## config.mk

```make
export PLATFORM = sky130hd
export DESIGN_NAME = ula_ctrl
export DESIGN_NICKNAME = d
export VERILOG_FILES = /design/src/rtl/ula_pkg.sv /design/src/rtl/ula_ctrl_wait.sv /design/src/rtl/ula_ctrl.sv
export SDC_FILE = /design/constraint.sdc
export NUM_CORES = 1
export LEC_CHECK = 0
export ABC_AREA = 1
export BUFFER_PORTS_ARGS = -buffer_cell sky130_fd_sc_hd__buf_2
export CAP_MARGIN = 20
export CORE_MARGIN = 8
export CORE_UTILIZATION = 49
export CTS_CLUSTER_SIZE = 12
export DETAILED_ROUTE_END_ITERATION = 10
export PLACE_DENSITY = 0.79
export SLEW_MARGIN = 10
export SYNTH_ARGS = -nofsm -noshare
export SYNTH_HDL_FRONTEND = slang
export SYNTH_SLANG_ARGS = --single-unit
```

## constraint.sdc

```tcl
create_clock -name clk -period 1.9 [get_ports clk]
set_input_delay 0.19 -clock clk [delete_from_list [all_inputs] [get_ports clk]]
set_output_delay 0.19 -clock clk [all_outputs]
set_load 0.05 [all_outputs]
```

## src/rtl/ula_pkg.sv

```systemverilog
// Shared definitions for the ULA and its controller: opcodes, controller
// state encoding and the default datapath width.
package ula_pkg;

  localparam int ULA_WIDTH = 8;

  localparam logic [2:0] ULA_ADD = 3'b000;
  localparam logic [2:0] ULA_SUB = 3'b001;

  typedef enum logic [1:0] {
    IDLE = 2'd0,
    WAIT = 2'd1,
    DONE = 2'd2
  } ula_state_t;

endpackage

```

## src/rtl/ula_ctrl_wait.sv

```systemverilog
// Fixed-latency counter: cleared on start, counts while run is high, and
// raises hit once LAT edges have elapsed since the clear.
module ula_ctrl_wait #(
  parameter int LAT = 1
) (
  input  logic clk,
  input  logic rst,
  input  logic start,
  input  logic run,
  output logic hit
);

  localparam logic [2:0] LAT_CNT = 3'(LAT);

  logic [2:0] wcnt;

  // NOTE: sequential state is written with <= so every flop samples the
  // pre-edge values, independent of process evaluation order.
  always_ff @(posedge clk or posedge rst) begin
    if (rst) begin
      wcnt <= 3'd0;
    end else if (start) begin
      wcnt <= 3'd0;
    end else if (run && !hit) begin
      wcnt <= wcnt + 3'd1;
    end
  end

  assign hit = (wcnt == LAT_CNT);

endmodule

```

## src/rtl/ula_ctrl.sv

```systemverilog
// Initiator-side controller for the ULA: accepts one request, drives the
// registered operands, waits LAT edges, captures the result and returns it.
// Optional result flags are enabled with the ULA_CTRL_FLAGS_EN macro.
module ula_ctrl
  import ula_pkg::*;
#(
  parameter int WIDTH = ULA_WIDTH,
  parameter int LAT   = 1
) (
  input  logic             clk,
  input  logic             rst,
  input  logic             req_valid,
  output logic             req_ready,
  input  logic [WIDTH-1:0] req_a,
  input  logic [WIDTH-1:0] req_b,
  input  logic [2:0]       req_op,
  output logic [WIDTH-1:0] ula_a,
  output logic [WIDTH-1:0] ula_b,
  output logic [2:0]       ula_op,
  input  logic [WIDTH-1:0] ula_s,
  output logic             rsp_valid,
  input  logic             rsp_ready,
  output logic [WIDTH-1:0] rsp_s,
  output logic [2:0]       rsp_op,
  output logic [15:0]      op_count
`ifdef ULA_CTRL_FLAGS_EN
  ,
  output logic             rsp_zero,
  output logic             rsp_neg
`endif
);

  ula_state_t state, state_nxt;
  logic       hit;
  logic       in_wait;
  logic       accept;
  logic       capture;
  logic       rsp_fire;

  assign in_wait  = (state == WAIT);
  assign accept   = req_valid && req_ready;
  assign capture  = in_wait && hit;
  assign rsp_fire = rsp_valid && rsp_ready;

  ula_ctrl_wait #(
    .LAT (LAT)
  ) u_wait (
    .clk   (clk),
    .rst   (rst),
    .start (accept),
    .run   (in_wait),
    .hit   (hit)
  );

  always_ff @(posedge clk or posedge rst) begin
    if (rst) begin
      state <= IDLE;
    end else begin
      state <= state_nxt;
    end
  end

  // NOTE: every variable assigned in always_comb gets a default first, so
  // no path through the case leaves it unassigned and infers a latch.
  always_comb begin
    state_nxt = state;
    case (state)
      IDLE:    if (accept)   state_nxt = WAIT;
      WAIT:    if (hit)      state_nxt = DONE;
      DONE:    if (rsp_fire) state_nxt = IDLE;
      default:               state_nxt = IDLE;
    endcase
  end

  // req_ready is held low while reset is asserted so no request is taken
  // on the edge that releases reset.
  always_comb begin
    req_ready = 1'b0;
    rsp_valid = 1'b0;
    case (state)
      IDLE:    req_ready = !rst;
      DONE:    rsp_valid = 1'b1;
      default: ;
    endcase
  end

  always_ff @(posedge clk or posedge rst) begin
    if (rst) begin
      ula_a  <= '0;
      ula_b  <= '0;
      ula_op <= 3'd0;
    end else if (accept) begin
      ula_a  <= req_a;
      ula_b  <= req_b;
      ula_op <= req_op;
    end
  end

  always_ff @(posedge clk or posedge rst) begin
    if (rst) begin
      rsp_s  <= '0;
      rsp_op <= 3'd0;
`ifdef ULA_CTRL_FLAGS_EN
      rsp_zero <= 1'b0;
      rsp_neg  <= 1'b0;
`endif
    end else if (capture) begin
      rsp_s  <= ula_s;
      rsp_op <= ula_op;
`ifdef ULA_CTRL_FLAGS_EN
      rsp_zero <= (ula_s == '0);
      rsp_neg  <= ula_s[WIDTH-1];
`endif
    end
  end

  // Counts completed handshakes only; wraps naturally at 16 bits.
  always_ff @(posedge clk or posedge rst) begin
    if (rst) begin
      op_count <= 16'd0;
    end else if (rsp_fire) begin
      op_count <= op_count + 16'd1;
    end
  end

endmodule

```

; ---- After elaboration in Yosys (flattened, before gate mapping)
; Cells that the tools add are included.
[word_totals]
reg_bits = 51
inputBits = 31
out_inout_bits = 48
wordCells = 33
[op_classes]
add_sub_neg = 2
n_eq_ne = 6
n_mux = 8
reduce_logical = 9
[ops]
columns = operator, count
row1 = adder 16 x 1 -> 16 bit (second input constant), 1
row2 = 2-to-1 mux 2 bit, 3
row3 = 2-to-1 mux 3 bit, 2
row4 = inequality test 2 bit (second input constant), 3
row5 = case mux 2 bit (3 select lines), 1
row6 = logical AND 1 bit, 4
row7 = adder 3 x 1 -> 3 bit (second input constant), 1
row8 = equality test 3 x 1 -> 1 bit (second input constant), 1
row9 = AND reduction 3 bit, 1
row10 = equality test 2 x 1 -> 1 bit (second input constant), 1
row11 = equality test 2 bit (second input constant), 1
row12 = zero test 1 bit, 2
row13 = zero test 2 bit, 1
row14 = 2-to-1 mux 1 bit, 2
row15 = nonzero test 2 bit, 1

; ---- Logic depth before layout (Yosys ltp)
[logic_depth]
word_depth = 5
ltp_mapped = 7
depth_no_buf = 7

; ---- Hierarchy
; From an unflattened synthesis, not the netlist that was laid out.
[unflattened]
cells_unflattened = 240
hier_area_um2 = 2248.4
[by_module_without_submodules]
columns = mod, n_inst, cells_per_inst, area_per_inst_um2, seq_area_each_um2
row1 = ula_ctrl, 1, 213, 2055.7, 1201.2
row2 = ula_ctrl_wait, 1, 27, 192.7, 75.1

; ---- Worst setup path before layout
; No wires, ideal clock.
[synth_path]
path_kind = reg2reg
start = reg state[1]
end = reg u_wait.wcnt[2]
setup_ns = 0.119
t_arrival_ns = 1.671
required_time_ns = 1.781
setup_slack_ns = 0.111
stages_incl_launch_ff = 6
path_buffers = 1
synth_period_minus_slack_ns = 1.789
path_cell_list = dfrtp_1 nor3_2 nand2_2 buf_2 nand3_1 nand2_1
[synth_via]
elab_chain_cells = 4
elab_cells_between_ends = 7
classes_between = eq/ne: 1 / mux: 2 / reduce/logical: 4
[synth_rtl]
columns = element, line_no
row1 = "start, declared", ula_ctrl.sv:33  ; ula_state_t state, state_nxt;
row2 = "start signal, assigned", ula_ctrl.sv:59  ; state <= state_nxt;
row3 = zero test 2 bit *, ula_ctrl.sv:80  ; case (state)
row4 = 2-to-1 mux 1 bit *, ula_ctrl.sv:80
row5 = net req_ready, ula_ctrl.sv:13  ; output logic req_ready,
row6 = logical AND 1 bit *, ula_ctrl.sv:41  ; assign accept = req_valid && req_ready;
row7 = 2-to-1 mux 3 bit or nonzero test 2 bit (tied branches), n/a
row8 = "end signal, assigned", ula_ctrl_wait.sv:25  ; wcnt <= wcnt + 3'd1;
row9 = "end, declared", ula_ctrl_wait.sv:15  ; logic [2:0] wcnt;
; The timed path passes the listed nets; every way through them passes the cells marked *.
; A chain may end at the register's enable or synchronous reset.

; ---- Final worst setup path
[layout_path]
start = in rst
end = out req_ready
[layout_via]
elab_chain_cells = 2
[layout_rtl]
columns = element, line_no
row1 = "start, declared", ula_ctrl.sv:11  ; input logic rst,
row2 = zero test 1 bit (no source line), n/a
row3 = 2-to-1 mux 1 bit, ula_ctrl.sv:80
row4 = "end, declared", ula_ctrl.sv:13
; No other way between the ends.

==> results <==
- 0 antenna diodes ended up in the layout.
- The post-route clock skew is 0.00821 ns.
- In this run, synthesis inferred 0 flip-flops with an integrated enable.
- The DRC violation total after the first TritonRoute iteration is 59.
- The first-pass GRT wire length is 7.91 mm.
- Combinational logic is responsible for 49.0% of the overall power.
- The gate count of the mapped netlist is 222.
- IR analysis of the VDD net gives a maximum drop of 1.10 mV.
- The worst register-to-register path has a setup slack of 0.37 ns.
- In this run the static leakage power is 1.59 nW.
- After synthesis, the share of flip-flops with an asynchronous set or reset is 100%.
- The combined area of the multi-input logic cells is 861 sq um.
- The synthesized design spends more area on one cell type than any other, namely dfrtp_1.
- The net switching share of the total power is 48.4%.
- Setup repair after global routing left no endpoint under its margin.
- The detail route stage leaves a number of antenna-violating nets equal to 0.
- The count of yosys warnings during synthesis is 0.
- At the end of routability-driven placement, the weighted congestion stood at 0.799.
- For this run, the top clock speed supported by timing is 644 MHz.
- The footprint of the flip-flops and latches is 1280 sq um.
- The kind of critical path is in -> out.
- Yosys attributes the largest share of cell area to dfrtp_1, nand2_1, mux2_4, xnor2_1, inv_1.
- The tree built by TritonCTS fans out to 51 sinks.
- The area of the placeable core is 4380 sq um.
- Entering global routing, the biggest net connects 21 pins.
- In this run the clock root is driven by a clkbuf_8.
- In this run the biggest area consumer among cell types represents 56.9% of the synthesized area.
- The area of the die is 7000 sq um.
- In this run, synthesis produced a sequential element count of 51.
- Row generation in the floorplan step produced 24 rows.
- For this run, the detailed router's first-pass iteration total came to 4.
- Counting every net in the synthesized netlist gives 256.
- For this run, design rule violations remaining after detail routing come to 0.
- The total number of H-tree levels is 2.
- nand2_1 is the most common cell in the netlist.
- The detailed-route wire length per cell is 12.8 um.
- The post-detailed-routing wire length is 4.60 mm.
- The total routing usage reported by global routing is 13.4%.
- Counting instances in the post-synthesis netlist gives the leading cell types as nand2_1, dfrtp_1, inv_1.
- Of the total power, the clock network draws 16.1%.
- The slew at the pin closest to its max-slew limit is 0.440 ns.
- The number of global-route vias before repair came to 1,770.
- The run finished with clean final reports.
- The combined area of all synthesized cells is 2240 sq um.
- Setup violations remaining at the end of the flow were counted as 0.
- The detailed router placed 1,681 vias in this run.
- Setup slack on the critical path of the routed design comes to 0.348 ns.
- The required time of the worst setup path is 1.71 ns.
- The net count reported at finish is 340.
- The number of unique standard cell types used by synthesis is 25.
- In this run the worst path has a maximum fanout of 2.
- The HPWL after detailed placement is 3.62 mm.
- The area growth from synthesis to layout is 25.2%.
- The per-cell via count in the routed design is 4.68.
- The worst pin sits at a relative slew slack of 70.4%.
- The initial antenna violation count is 0.
- The maximum clock path buffer count is 2.
- The share of total power dissipated in sequential elements is 34.9%.
- The TritonCTS clock tree is done.
- The clock insertion delay at the later pin of the skew report is 0.30 ns.
- For this run the aggregate overflow at the end of global routing stands at 0.
- The portion of the clock cycle consumed by the worst path in the final layout is 81.7%.
- The most used flip-flop cell after synthesis is dfrtp_1.
- The switching power total is 2.38 mW.
- The minimum clock period after layout is 1.55 ns.
- From left edge to right edge, the die measures 83.7 um.
- The worst setup timing slack at the placement stage is 0.382 ns.
- For this configuration, the core starts out at a cell density of 51.2%.
- Clock-pin slew was measured on the worst setup and hold paths at 0.09 ns.
- Measured along the y axis, the die boundary spans 83.7 um.
- Power spread over the standard cell area amounts to 1750 nW/um^2.
- Counting the buffers created by CTS gives 5.
- In the final timing run, aggregate negative setup slack is 0 ns.
- The max-cap violation count is 0.
- STA classifies the critical path endpoint as an output pin.
- Sequential elements use 56.9% of the synthesized area.
- The worst hold path belongs to the class in -> reg.
- Internal power comes to 2.54 mW.
- The fraction of layout cells with a size suffix above 1 is 37.1%.
- STA classifies the critical path startpoint as an input port.
- Averaged over all synthesized cells, the footprint is 10.1 sq um.
- The layout has 373 filler cells.
- The count of input and output buffers is 78.
- The hold violation count in the final report is 0.
- Data arrives at the worst endpoint at 1.36 ns.
- 79 I/O pins were placed.
- The final number of max-transition violations is 0.
==> logic make-up after synthesis <==
logic type / after synthesis / share of synthesized area [%]
fa+ha+maj: 3 / 1.67
flops: 51 / 56.9
compound gates: 4 / 0.948
buf+inv: 22 / 4.79
xor+xnor: 13 / 5.07
simple gates: 118 / 23.6
mux: 11 / 7.02
==> flip-flops by register name (all words and copies together) (netlist names) <==
name / cells
op_count: 16
rsp_op: 3
rsp_s: 8
state: 2
u_wait.wcnt: 3
ula_a: 8
ula_b: 8
ula_op: 3
==> repair_timing <==
| action | in CTS | in global routing |
|---|---|---|
| setup endpoints to repair | 0 | 0 |
| hold endpoints to repair | 17 | 0 |
| setup buffers | 0 | 0 |
| resized for setup | 0 | 0 |
| hold buffers | 1 | 0 |
==> layout make-up <==
class | count | share of cell area, %
Tap cell | 52 | 2.32
Inverter | 17 | 2.27
Sequential cell | 51 | 45.4
Clock buffer | 6 | 2.94
Clock inverter | 2 | 1.38
Timing Repair Buffer | 82 | 15.0
Multi-Input combinational cell | 149 | 30.6
==> per-layer routing <==
metal / share of wire, % / routed length (um) / vias up / track usage, %
met3: 8.6 / 394 / 7 / 6.35
li1: - / - / 851 / -
met5: 0 / 0 / - / 0
met4: 0.98 / 45 / 0 / 3.77
met2: 47 / 2160 / 53 / 21.7
met1: 43 / 2000 / 770 / 15.3
==> cells in the final DEF (no fill, tap or decap), types with 2 or more instances in the layout <==
| cell type | instances |
|---|---|
| nor3_1 | 3 |
| ha_1 | 3 |
| buf_4 | 3 |
| nor2_1 | 12 |
| nor2_2 | 2 |
| nand3_2 | 2 |
| xor2_1 | 5 |
| mux2_4 | 9 |
| nor2_4 | 2 |
| xnor2_1 | 8 |
| nand2_2 | 2 |
| o21ai_1 | 2 |
| buf_2 | 78 |
| dfrtp_1 | 51 |
| inv_2 | 3 |
| nand3_4 | 2 |
| inv_1 | 14 |
| nand2_1 | 85 |
| nand3_1 | 5 |
| mux2_2 | 2 |
| clkbuf_8 | 6 |
==> power by group through the flow <==
stage	Clock, mW	Combinational (mW)	Sequential [mW]
2_1_floorplan	0	0.764	2.87
3_3_place_gp	0	2.41	1.72
3_5_place_dp	0	2.46	1.72
4_1_cts	0.818	2.45	1.72
5_1_grt	0.849	2.58	1.77
6_report	0.793	2.42	1.72
==> stage by stage <==
| step | instances | instance area [sq um] | power (mW) | hold WS [ns] | utilization (%) |
|---|---|---|---|---|---|
| floorplan | 222 | 2240 | 3.64 | 0.300 | - |
| global placement | 350 | 2680 | 4.13 | 0.213 | 61.1 |
| detailed placement | 350 | 2680 | 4.18 | 0.223 | 61.1 |
| CTS | 359 | 2810 | 4.99 | 0.0658 | 64.1 |
| global route | 359 | 2810 | 5.20 | 0.0681 | 64.1 |
| finish | 359 | 2810 | 4.93 | 0.0754 | 64.1 |
==> path summary, 6_finish.rpt <==
check,cells after the start,from,to
min in group asynchronous,3,rst,op_count[4]
min,3,req_b[7],ula_b[7]
max reg2reg,5,u_wait.wcnt[0],rsp_s[7]
max in group asynchronous,4,rst,ula_a[0]
max,4,rst,req_ready
min reg2reg,2,ula_b[7],ula_b[7]
==> worst max-delay path, cell delays in order <==
cell,delay [ns]
dlygate4sd3_1,0.53
buf_2,0.14
nor3_2,0.19
buf_2,0.31
(Power assumes the default switching activity.)
